`src/rtl/graph_pkg.sv`:
```
// Shared types and widths for the graph traversal datapath.
package graph_pkg;
    localparam int COORD_W     = 16;
    localparam int DIM_DEFAULT = 4;
    localparam int DIST_W      = 32;

    typedef enum logic [1:0] {
        IDLE,
        REQ,
        WAIT,
        OUT
    } state_t;
endpackage

```
`src/rtl/id_fifo.sv`:
```
// Pending vertex-id queue between the fetch-stage accept and the distance result.
// Latency: a pushed word is visible at the head the cycle after the push.
// Backpressure: push when full is dropped unless a pop happens in the same cycle.
module id_fifo #(
    parameter int WIDTH = 32,
    parameter int DEPTH = 4,
    localparam int PTR_W = (DEPTH > 1) ? $clog2(DEPTH) : 1
) (
    input  logic             clk,
    input  logic             rst_n,
    input  logic             push,
    input  logic [WIDTH-1:0] push_data,
    input  logic             pop,
    output logic [WIDTH-1:0] data,
    output logic             empty,
    output logic             full
);
    logic [WIDTH-1:0] mem [DEPTH];
    logic [PTR_W-1:0] wr_ptr;
    logic [PTR_W-1:0] rd_ptr;
    logic [PTR_W:0]   count;
    logic             do_push;
    logic             do_pop;

    assign empty   = (count == '0);
    assign full    = (count == (PTR_W+1)'(DEPTH));
    assign do_pop  = pop && !empty;
    // A full FIFO still takes a push when the head leaves in the same cycle.
    assign do_push = push && (!full || do_pop);
    assign data    = mem[rd_ptr];

    always_ff @(posedge clk) begin
        if (!rst_n) begin
            wr_ptr <= '0;
            rd_ptr <= '0;
            count  <= '0;
        end else begin
            if (do_push) begin
                mem[wr_ptr] <= push_data;
                wr_ptr      <= (wr_ptr == PTR_W'(DEPTH-1)) ? '0 : wr_ptr + 1'b1;
            end
            if (do_pop) begin
                rd_ptr <= (rd_ptr == PTR_W'(DEPTH-1)) ? '0 : rd_ptr + 1'b1;
            end
            case ({do_push, do_pop})
                2'b10:   count <= count + 1'b1;
                2'b01:   count <= count - 1'b1;
                default: count <= count;
            endcase
        end
    end
endmodule

```
`src/rtl/vertex_distance.sv`:
```
// Squared Euclidean distance from each fetched vertex position to a local query vector.
// Latency: 2*DIM cycles from first pos_deq_out to dist_valid_out with 1-cycle FIFO reads.
// Backpressure: result held until dist_ready_in; no dequeues while a result is pending.
module vertex_distance
    import graph_pkg::*;
#(
    parameter int DIM      = DIM_DEFAULT,
    parameter int ID_DEPTH = 4,
    localparam int IDX_W   = (DIM > 1) ? $clog2(DIM) : 1
) (
    input  logic              clk_in,
    input  logic              rst_in,
    input  logic              query_wr_in,
    input  logic [IDX_W-1:0]  query_idx_in,
    input  logic [31:0]       query_data_in,
    input  logic [31:0]       v_id_in,
    input  logic              v_id_valid_in,
    output logic              id_full_out,
    input  logic              pos_empty_in,
    output logic              pos_deq_out,
    input  logic [31:0]       pos_data_in,
    input  logic              pos_valid_in,
    output logic [31:0]       dist_id_out,
    output logic [DIST_W-1:0] dist_out,
    output logic              dist_valid_out,
    input  logic              dist_ready_in,
    output logic              busy_out
);
    localparam int SQ_W  = 2*COORD_W + 1;
    localparam int ACC_W = SQ_W + $clog2(DIM);

    state_t                     state_q;
    state_t                     state_d;
    logic [IDX_W-1:0]           cnt_q;
    logic [ACC_W-1:0]           acc_q;
    logic signed [COORD_W-1:0]  query_q [DIM];
    logic [31:0]                id_q;

    logic                       fifo_empty;
    logic                       fifo_full;
    logic                       fifo_pop;
    logic [31:0]                fifo_head;

    logic                       acc_en;
    logic                       last_word;
    logic signed [COORD_W:0]    diff;
    logic signed [2*COORD_W+1:0] prod;
    logic [SQ_W-1:0]            sq;
    logic                       unused_bits;

    id_fifo #(
        .WIDTH (32),
        .DEPTH (ID_DEPTH)
    ) u_id_fifo (
        .clk       (clk_in),
        .rst_n     (rst_in),
        .push      (v_id_valid_in),
        .push_data (v_id_in),
        .pop       (fifo_pop),
        .data      (fifo_head),
        .empty     (fifo_empty),
        .full      (fifo_full)
    );

    assign id_full_out = fifo_full;
    assign busy_out    = (state_q != IDLE);
    assign last_word   = (cnt_q == IDX_W'(DIM-1));
    assign unused_bits = &{1'b0, pos_data_in[31:COORD_W], query_data_in[31:COORD_W]};

    // 17-bit difference cannot overflow; its square fits in 33 unsigned bits.
    assign diff = $signed({pos_data_in[COORD_W-1], pos_data_in[COORD_W-1:0]})
                - $signed({query_q[cnt_q][COORD_W-1], query_q[cnt_q]});
    assign prod = diff * diff;
    assign sq   = prod[SQ_W-1:0];

    assign dist_out    = (acc_q > ACC_W'(32'hFFFF_FFFF)) ? 32'hFFFF_FFFF : acc_q[31:0];
    assign dist_id_out = id_q;

    always_comb begin
        state_d        = state_q;
        pos_deq_out    = 1'b0;
        dist_valid_out = 1'b0;
        fifo_pop       = 1'b0;
        acc_en         = 1'b0;
        case (state_q)
            IDLE: begin
                if (!fifo_empty && !pos_empty_in) state_d = REQ;
            end
            REQ: begin
                if (!pos_empty_in) begin
                    pos_deq_out = 1'b1;
                    state_d     = WAIT;
                end
            end
            WAIT: begin
                if (pos_valid_in) begin
                    acc_en  = 1'b1;
                    state_d = last_word ? OUT : REQ;
                end
            end
            OUT: begin
                dist_valid_out = 1'b1;
                if (dist_ready_in) begin
                    fifo_pop = 1'b1;
                    state_d  = IDLE;
                end
            end
            default: state_d = IDLE;
        endcase
    end

    always_ff @(posedge clk_in) begin
        if (!rst_in) begin
            state_q <= IDLE;
            cnt_q   <= '0;
            acc_q   <= '0;
            id_q    <= '0;
            for (int i = 0; i < DIM; i++) query_q[i] <= '0;
        end else begin
            state_q <= state_d;
            if (acc_en) begin
                acc_q <= acc_q + ACC_W'(sq);
                if (last_word) id_q <= fifo_head;
                else           cnt_q <= cnt_q + 1'b1;
            end
            if (fifo_pop) begin
                acc_q <= '0;
                cnt_q <= '0;
            end
            if (query_wr_in && state_q == IDLE && int'(query_idx_in) < DIM) begin
                query_q[query_idx_in] <= query_data_in[COORD_W-1:0];
            end
        end
    end
endmodule
```
`config.mk`:
```
export PLATFORM = sky130hd
export DESIGN_NAME = vertex_distance
export DESIGN_NICKNAME = d
export VERILOG_FILES = /design/src/rtl/graph_pkg.sv /design/src/rtl/id_fifo.sv /design/src/rtl/vertex_distance.sv
export SDC_FILE = /design/constraint.sdc
export NUM_CORES = 1
export LEC_CHECK = 0
export CAP_MARGIN = 10
export CORE_UTILIZATION = 37
export CTS_BUF_LIST = sky130_fd_sc_hd__clkbuf_4 sky130_fd_sc_hd__clkbuf_8
export DETAILED_ROUTE_END_ITERATION = 7
export PLACE_DENSITY_LB_ADDON = 0.05
export SYNTH_ARGS = -nofsm -noshare
export SYNTH_HDL_FRONTEND = slang
export SYNTH_SLANG_ARGS = --single-unit
```
`constraint.sdc`:
```
create_clock -name clk_in -period 17.47 [get_ports clk_in]
set_input_delay 3.494 -clock clk_in [delete_from_list [all_inputs] [get_ports clk_in]]
set_output_delay 3.494 -clock clk_in [all_outputs]
set_load 0.01 [all_outputs]
```
Word level (Yosys, flattened, before mapping)

Memories as Yosys holds them, arrays and structs flattened. A register that Yosys moved wholly into a read port is not among the register bits.
Index checks and enable logic that the tools add are counted.

Memory bits (writable): 192
Word-level logic and storage cells: 79
Flip-flop bits (word level): 46
Memories: 2

Memories:

| memory        | depth | width | read ports | clocked after Yosys merged registers in | wr ports | RTL line              | text |
|---|---|---|---|---|---|---|---|
| u_id_fifo.mem | 4     | 32    | 1          | 1                                       | 1        | id_fifo.sv:18         | `logic [WIDTH-1:0] mem [DEPTH];` |
| query_q       | 4     | 16    | 1          | 1                                       | 4        | vertex_distance.sv:36 | `logic signed [COORD_W-1:0] query_q [DIM];` |

Equal/unequal tests: 13
Reductions and logical operators: 18
Multiplexer cells: 29
Bitwise operators: 2
$mul: 1
Magnitude comparators: 1
Add/subtract/negate cells: 7

Operators with widths:

| cell                   | number |
|---|---|
| $add A35 B33 Y35       | 1 |
| $gt A35 B32 Y1 const B | 1 |
| $mul A17 B17 Y33       | 1 |
| $mux W32               | 1 |
| $mux W2                | 10 |
| $sub A16 B16 Y17       | 1 |
| $mux W16               | 1 |
| $reduce_or A16 Y1      | 1 |
| $mux W1                | 15 |
| $eq A2 B2 Y1 const B   | 6 |
| $ne A2 B2 Y1 const B   | 4 |
| $pmux W2 S4            | 1 |
| $add A2 B1 Y2 const B  | 3 |
| $pmux W3 S2            | 1 |
| $eq A2 B1 Y1 const B   | 2 |
| $logic_and A1 B1 Y1    | 4 |
| $logic_not A1 Y1       | 4 |
| $reduce_and A2 Y1      | 2 |
| $reduce_and A4 Y1      | 1 |
| $reduce_bool A2 Y1     | 2 |
| $add A3 B1 Y3 const B  | 1 |
| $eq A3 B3 Y1 const B   | 1 |
| $logic_not A3 Y1       | 1 |
| $sub A3 B1 Y3 const B  | 1 |
| 4 further kinds        | 5 |

Depth between registers and ports, before layout

Depth in word-level cells: 8
Mapped depth: 46
Depth with buffers taken out: 44

Cells and area by module

A second synthesis with hierarchy kept.

Cells, all modules: 2107
Area total of the unflattened synthesis: 22689.3 um^2

By module, submodules not included:

| module          | area an instance (um^2) | times used | cells each | sequential area each (um^2) |
|---|---|---|---|---|
| vertex_distance | 17458.0                 | 1          | 1872       | 3383.2 |
| id_fifo         | 5231.3                  | 1          | 235        | 4023.9 |

Worst setup path before layout

Ideal clock, no wire load.

Kind: input to register
Start point: in pos_data_in[0]
End point: reg acc_q[34]
Setup slack: 4814 ps
Path buffers: 1
Stages: 42
Required time: 17340 ps
Arrival time: 12526 ps
Setup time: 130 ps
Path through: inv_1 > ha_1 > inv_1 > fa_1 > a21o_1 > a211oi_2 > nor2b_1 > o41ai_4 > o211ai_2 > nor2_1 > xor2_1 > inv_1 > clkbuf_1 > nand2_1 > fa_1 > fa_1 > fa_1 > inv_1 > [6 not listed] > and4_1 > a31o_2 > a21oi_1 > o32a_1 > o211ai_1 > a31oi_1 > nor2_1 > nor2_1 > xnor2_1 > ha_1 > a21o_1 > a21o_1 > a21o_1 > a211o_1 > o21a_1 > a41oi_1 > o21ai_0 > nor3b_1

Cells in the longest elaborated chain, start to end: 3

RTL lines:

| element                | RTL line               | text |
|---|---|---|
| start: declaration     | vertex_distance.sv:21  | `input logic [31:0] pos_data_in,` |
| $sub A16 B16 Y17       | vertex_distance.sv:72  | `- $signed({query_q[cnt_q][COORD_W-1], query_q[cnt_q]});` |
| $mul A17 B17 Y33       | vertex_distance.sv:73  | `assign prod = diff * diff;` |
| $add A35 B33 Y35       | vertex_distance.sv:122 | `acc_q <= acc_q + ACC_W'(sq);` |
| end signal: assignment | vertex_distance.sv:122 |  |
| end: declaration       | vertex_distance.sv:35  | `logic [ACC_W-1:0] acc_q;` |

Every way passes these cells.
A chain may end at the register's enable or synchronous reset.

Final worst setup path

Same ends and word-level chain as after synthesis.

==> run_results.csv <==
group,metric,value,unit
routing,route.vias.total,14947,
layout,fin_nets,2740,
clocking,cts_resized,0,
floorplan,io_pins,173,
floorplan,dieArea,0.06152,mm2
timing,max_clock_freq,70.99,MHz
clocking,h-tree-depth,2,
clocking,clk_latency,620,ps
setup_path,cp-start-kind,"input pin",
min_path,holdPathStages,2,
synthesis,yosysWarnings,0,
synthesis,synth_edf_count,192,
synthesis,synth_area,0.02240,mm2
synthesis,async_reset_ff_share,0,%
clocking,clockBufferDepth,3,
global_route,grtUsageTotal,18.84,%
timing,rsz0062_at_grt,"false",
placement,placed_cells,2953,
synthesis,seq_area_frac_synth,32.89,%
setup_path,cp_slowest_stage_delay,730,ps
global_route,antenna_found_initial,1,
clocking,cts_tree,"built",
timing,post-route-period-util,80.63,%
job,cap_violations,0,
layout,fin_util,43.22,%
timing,post-route-min-period,14090,ps
routing,viasPerCell,4.909,
timing,setup_tns,0,ps
clocking,cts_inserted_buffers,49,
outcome,status,"finished clean",
synthesis,syn_nets,2593,
timing,hold_viol,0,
routing,wl,56120,um
synthesis,synth_cell_types,67,
timing,slew_headroom,34.48,%
global_route,overflow,0,
synthesis,synth_seq_cells,272,
layout,instances_no_fill,3045,
layout,drive_above_1_share,8.366,%
setup_path,arrival,14520,ps
setup_path,cp_max_fo,22,
timing,finalMaxSlewViolations,0,
setup_path,cpMaxStageDelayCell,"o31ai_4",
timing,skew,53.35,ps
layout,nFillCells,5859,
routing,drtIter0Drc,603,
synthesis,ys.flop_type,"edfxtp_1",
placement,gp_congestion,0.8330,
routing,wl_per_cell,18.43,um
global_route,grt_pass1_vias,15944,
synthesis,avgSynthCellArea,10.75,um2
timing,setup_viol,0,
routing,drtAntennaViolNets,0,
floorplan,fp.dieH,248.0,um
setup_path,path_class,"input pin to flop",
floorplan,rows,89,
global_route,grt_max_degree,54,
clocking,postCtsSetupBuffers,0,
setup_path,crit_path_end_kind,"flop",
placement,io_buffers,140,
clocking,cts.sinks,272,
placement,placed_cell_area,0.02471,mm2
floorplan,start_util,37.67,%
setup_path,crit_path_frequent_cell,"fa_1",
clocking,clock-root-buffer,"clkbuf_8",
timing,tightest_slew,982.8,ps
placement,dpl.hpwl,41250,um
layout,stdcell_area,0.02570,mm2
floorplan,die_x,248.0,um
layout,syn2layout_area_growth,14.76,%
clocking,path_clk_slew,60,ps
setup_path,required,17910,ps
floorplan,fp.coreArea,0.05946,mm2
routing,first_pass_iters,5,
routing,drc,0,
synthesis,syn_inst,2084,
setup_path,ff2ff_path_depth,43,
global_route,grt_pass1_wl,88130,um
min_path,hold_path.class,"flop to flop",
clocking,ctsHoldBuffers,0,
## kinds of logic after synthesis
| logic type | synth area share (%) |
|---|---|
| AND/OR/NAND/NOR | 12.73 |
| buffers and inverters | 7.162 |
| adder cells (fa/ha/maj) | 31.48 |
| flip-flops | 32.89 |
| AO/OA/AOI/OAI | 7.547 |
| XOR/XNOR | 3.045 |
| multiplexers | 5.139 |
## synthesized netlist by cell type, types with 6 or more instances
| library cell | count | share of area [%] |
|---|---|---|
| and2_1 | 89 | 2.5 |
| nand2b_1 | 48 | 1.3 |
| xnor2_1 | 52 | 2.0 |
| nor2_1 | 120 | 2.0 |
| and3_1 | 16 | 0.45 |
| nand2_1 | 234 | 3.9 |
| buf_1 | 10 | 0.17 |
| a211oi_1 | 9 | 0.30 |
| nor3_1 | 19 | 0.42 |
| xor2_1 | 24 | 0.94 |
| o21ai_0 | 37 | 0.83 |
| o21a_1 | 8 | 0.27 |
| edfxtp_1 | 192 | 26 |
| a21boi_0 | 32 | 1.1 |
| mux2i_1 | 7 | 0.31 |
| a31oi_1 | 11 | 0.31 |
| nor2b_1 | 10 | 0.28 |
| a21o_1 | 29 | 0.97 |
| nor3b_1 | 6 | 0.20 |
| dfxtp_1 | 80 | 7.2 |
| clkbuf_1 | 58 | 0.97 |
| inv_1 | 342 | 5.7 |
| o211ai_1 | 6 | 0.20 |
| a21oi_1 | 77 | 1.7 |
| ha_1 | 138 | 7.7 |
| nand3_1 | 32 | 0.72 |
| nand4_1 | 9 | 0.25 |
| fa_1 | 266 | 24 |
| mux4_2 | 48 | 4.8 |
## critical path: cells and delay by family
family / cells / cell delay, ps
AOI/OAI and AO/OA: 16 / 4200
and+or+nand+nor: 8 / 1220
xor gates and xnor gates: 1 / 180
adders and majority gates: 10 / 4230
buffers and inverters: 8 / 1190
## state kept, by name, summed over array words and instances (netlist names), named ones only
signal / count
acc_q: 35
cnt_q: 2
dist_id_out: 32
query_q: 64
state_q: 2
u_id_fifo.count: 3
u_id_fifo.mem: 128
u_id_fifo.rd_ptr: 2
u_id_fifo.wr_ptr: 2
## per-layer routing
layer / share of wire [%] / wire length [um] / track usage (%) / vias to the layer above
met5: 0 / 0 / 0 / -
met2: 50 / 27860 / 32.59 / 259
met3: 3.5 / 1991 / 2.532 / 81
li1: - / - / - / 7137
met1: 44 / 24850 / 24.47 / 7470
met4: 2.5 / 1425 / 5.648 / 0
## area by class of cell
cell class | count | area, um2 | share of cell area, %
Inverter | 348 | 1306 | 5.082
Timing Repair Buffer | 170 | 1622 | 6.309
Multi-Input combinational cell | 1390 | 13450 | 52.31
Antenna cell | 1 | 2.502 | 0.009736
Sequential cell | 272 | 7368 | 28.67
Clock inverter | 13 | 75.07 | 0.2921
Clock buffer | 78 | 917.1 | 3.568
Tap cell | 773 | 967.2 | 3.763
## through the flow
step	setup WS, ps	hold slack (ps)
floorplan	4814	444.1
global placement	2818	450.0
detailed placement	2706	458.5
CTS	3300	465.0
global route	2652	486.2
finish	3383	459.9
## worst paths after layout
kind | start | endpoint | slack, ps
worst max-delay path | pos_data_in[0] | acc_q[34]$_SDFFE_PP0P_ | 3380
worst min-delay path | dist_id_out[22]$_SDFFE_PN0P_ | dist_id_out[22]$_SDFFE_PN0P_ | 460
worst max register to register | flop | acc_q[34]$_SDFFE_PP0P_ | 5860
worst min register to register | dist_id_out[22]$_SDFFE_PN0P_ | dist_id_out[22]$_SDFFE_PN0P_ | 460
## cells in the final DEF (no fill, tap or decap), types with 16 or more instances in the layout
cell type        count
nor2_1             119
a21oi_1             77
buf_4               30
clkdlybuf4s50_1    139
inv_1              342
nor3_1              18
clkbuf_4            25
xnor2_1             51
and3_1              16
a21o_1              29
edfxtp_1           192
clkbuf_8            53
mux4_2              48
nand3_1             32
fa_1               266
nand2_1            233
dfxtp_1             79
nand2b_1            48
o21ai_0             37
xor2_1              24
ha_1               138
a21boi_0            32
and2_1              88
Power is not shown: default switching activity piles up to over one toggle a cycle in this logic, so the estimate is an artifact.
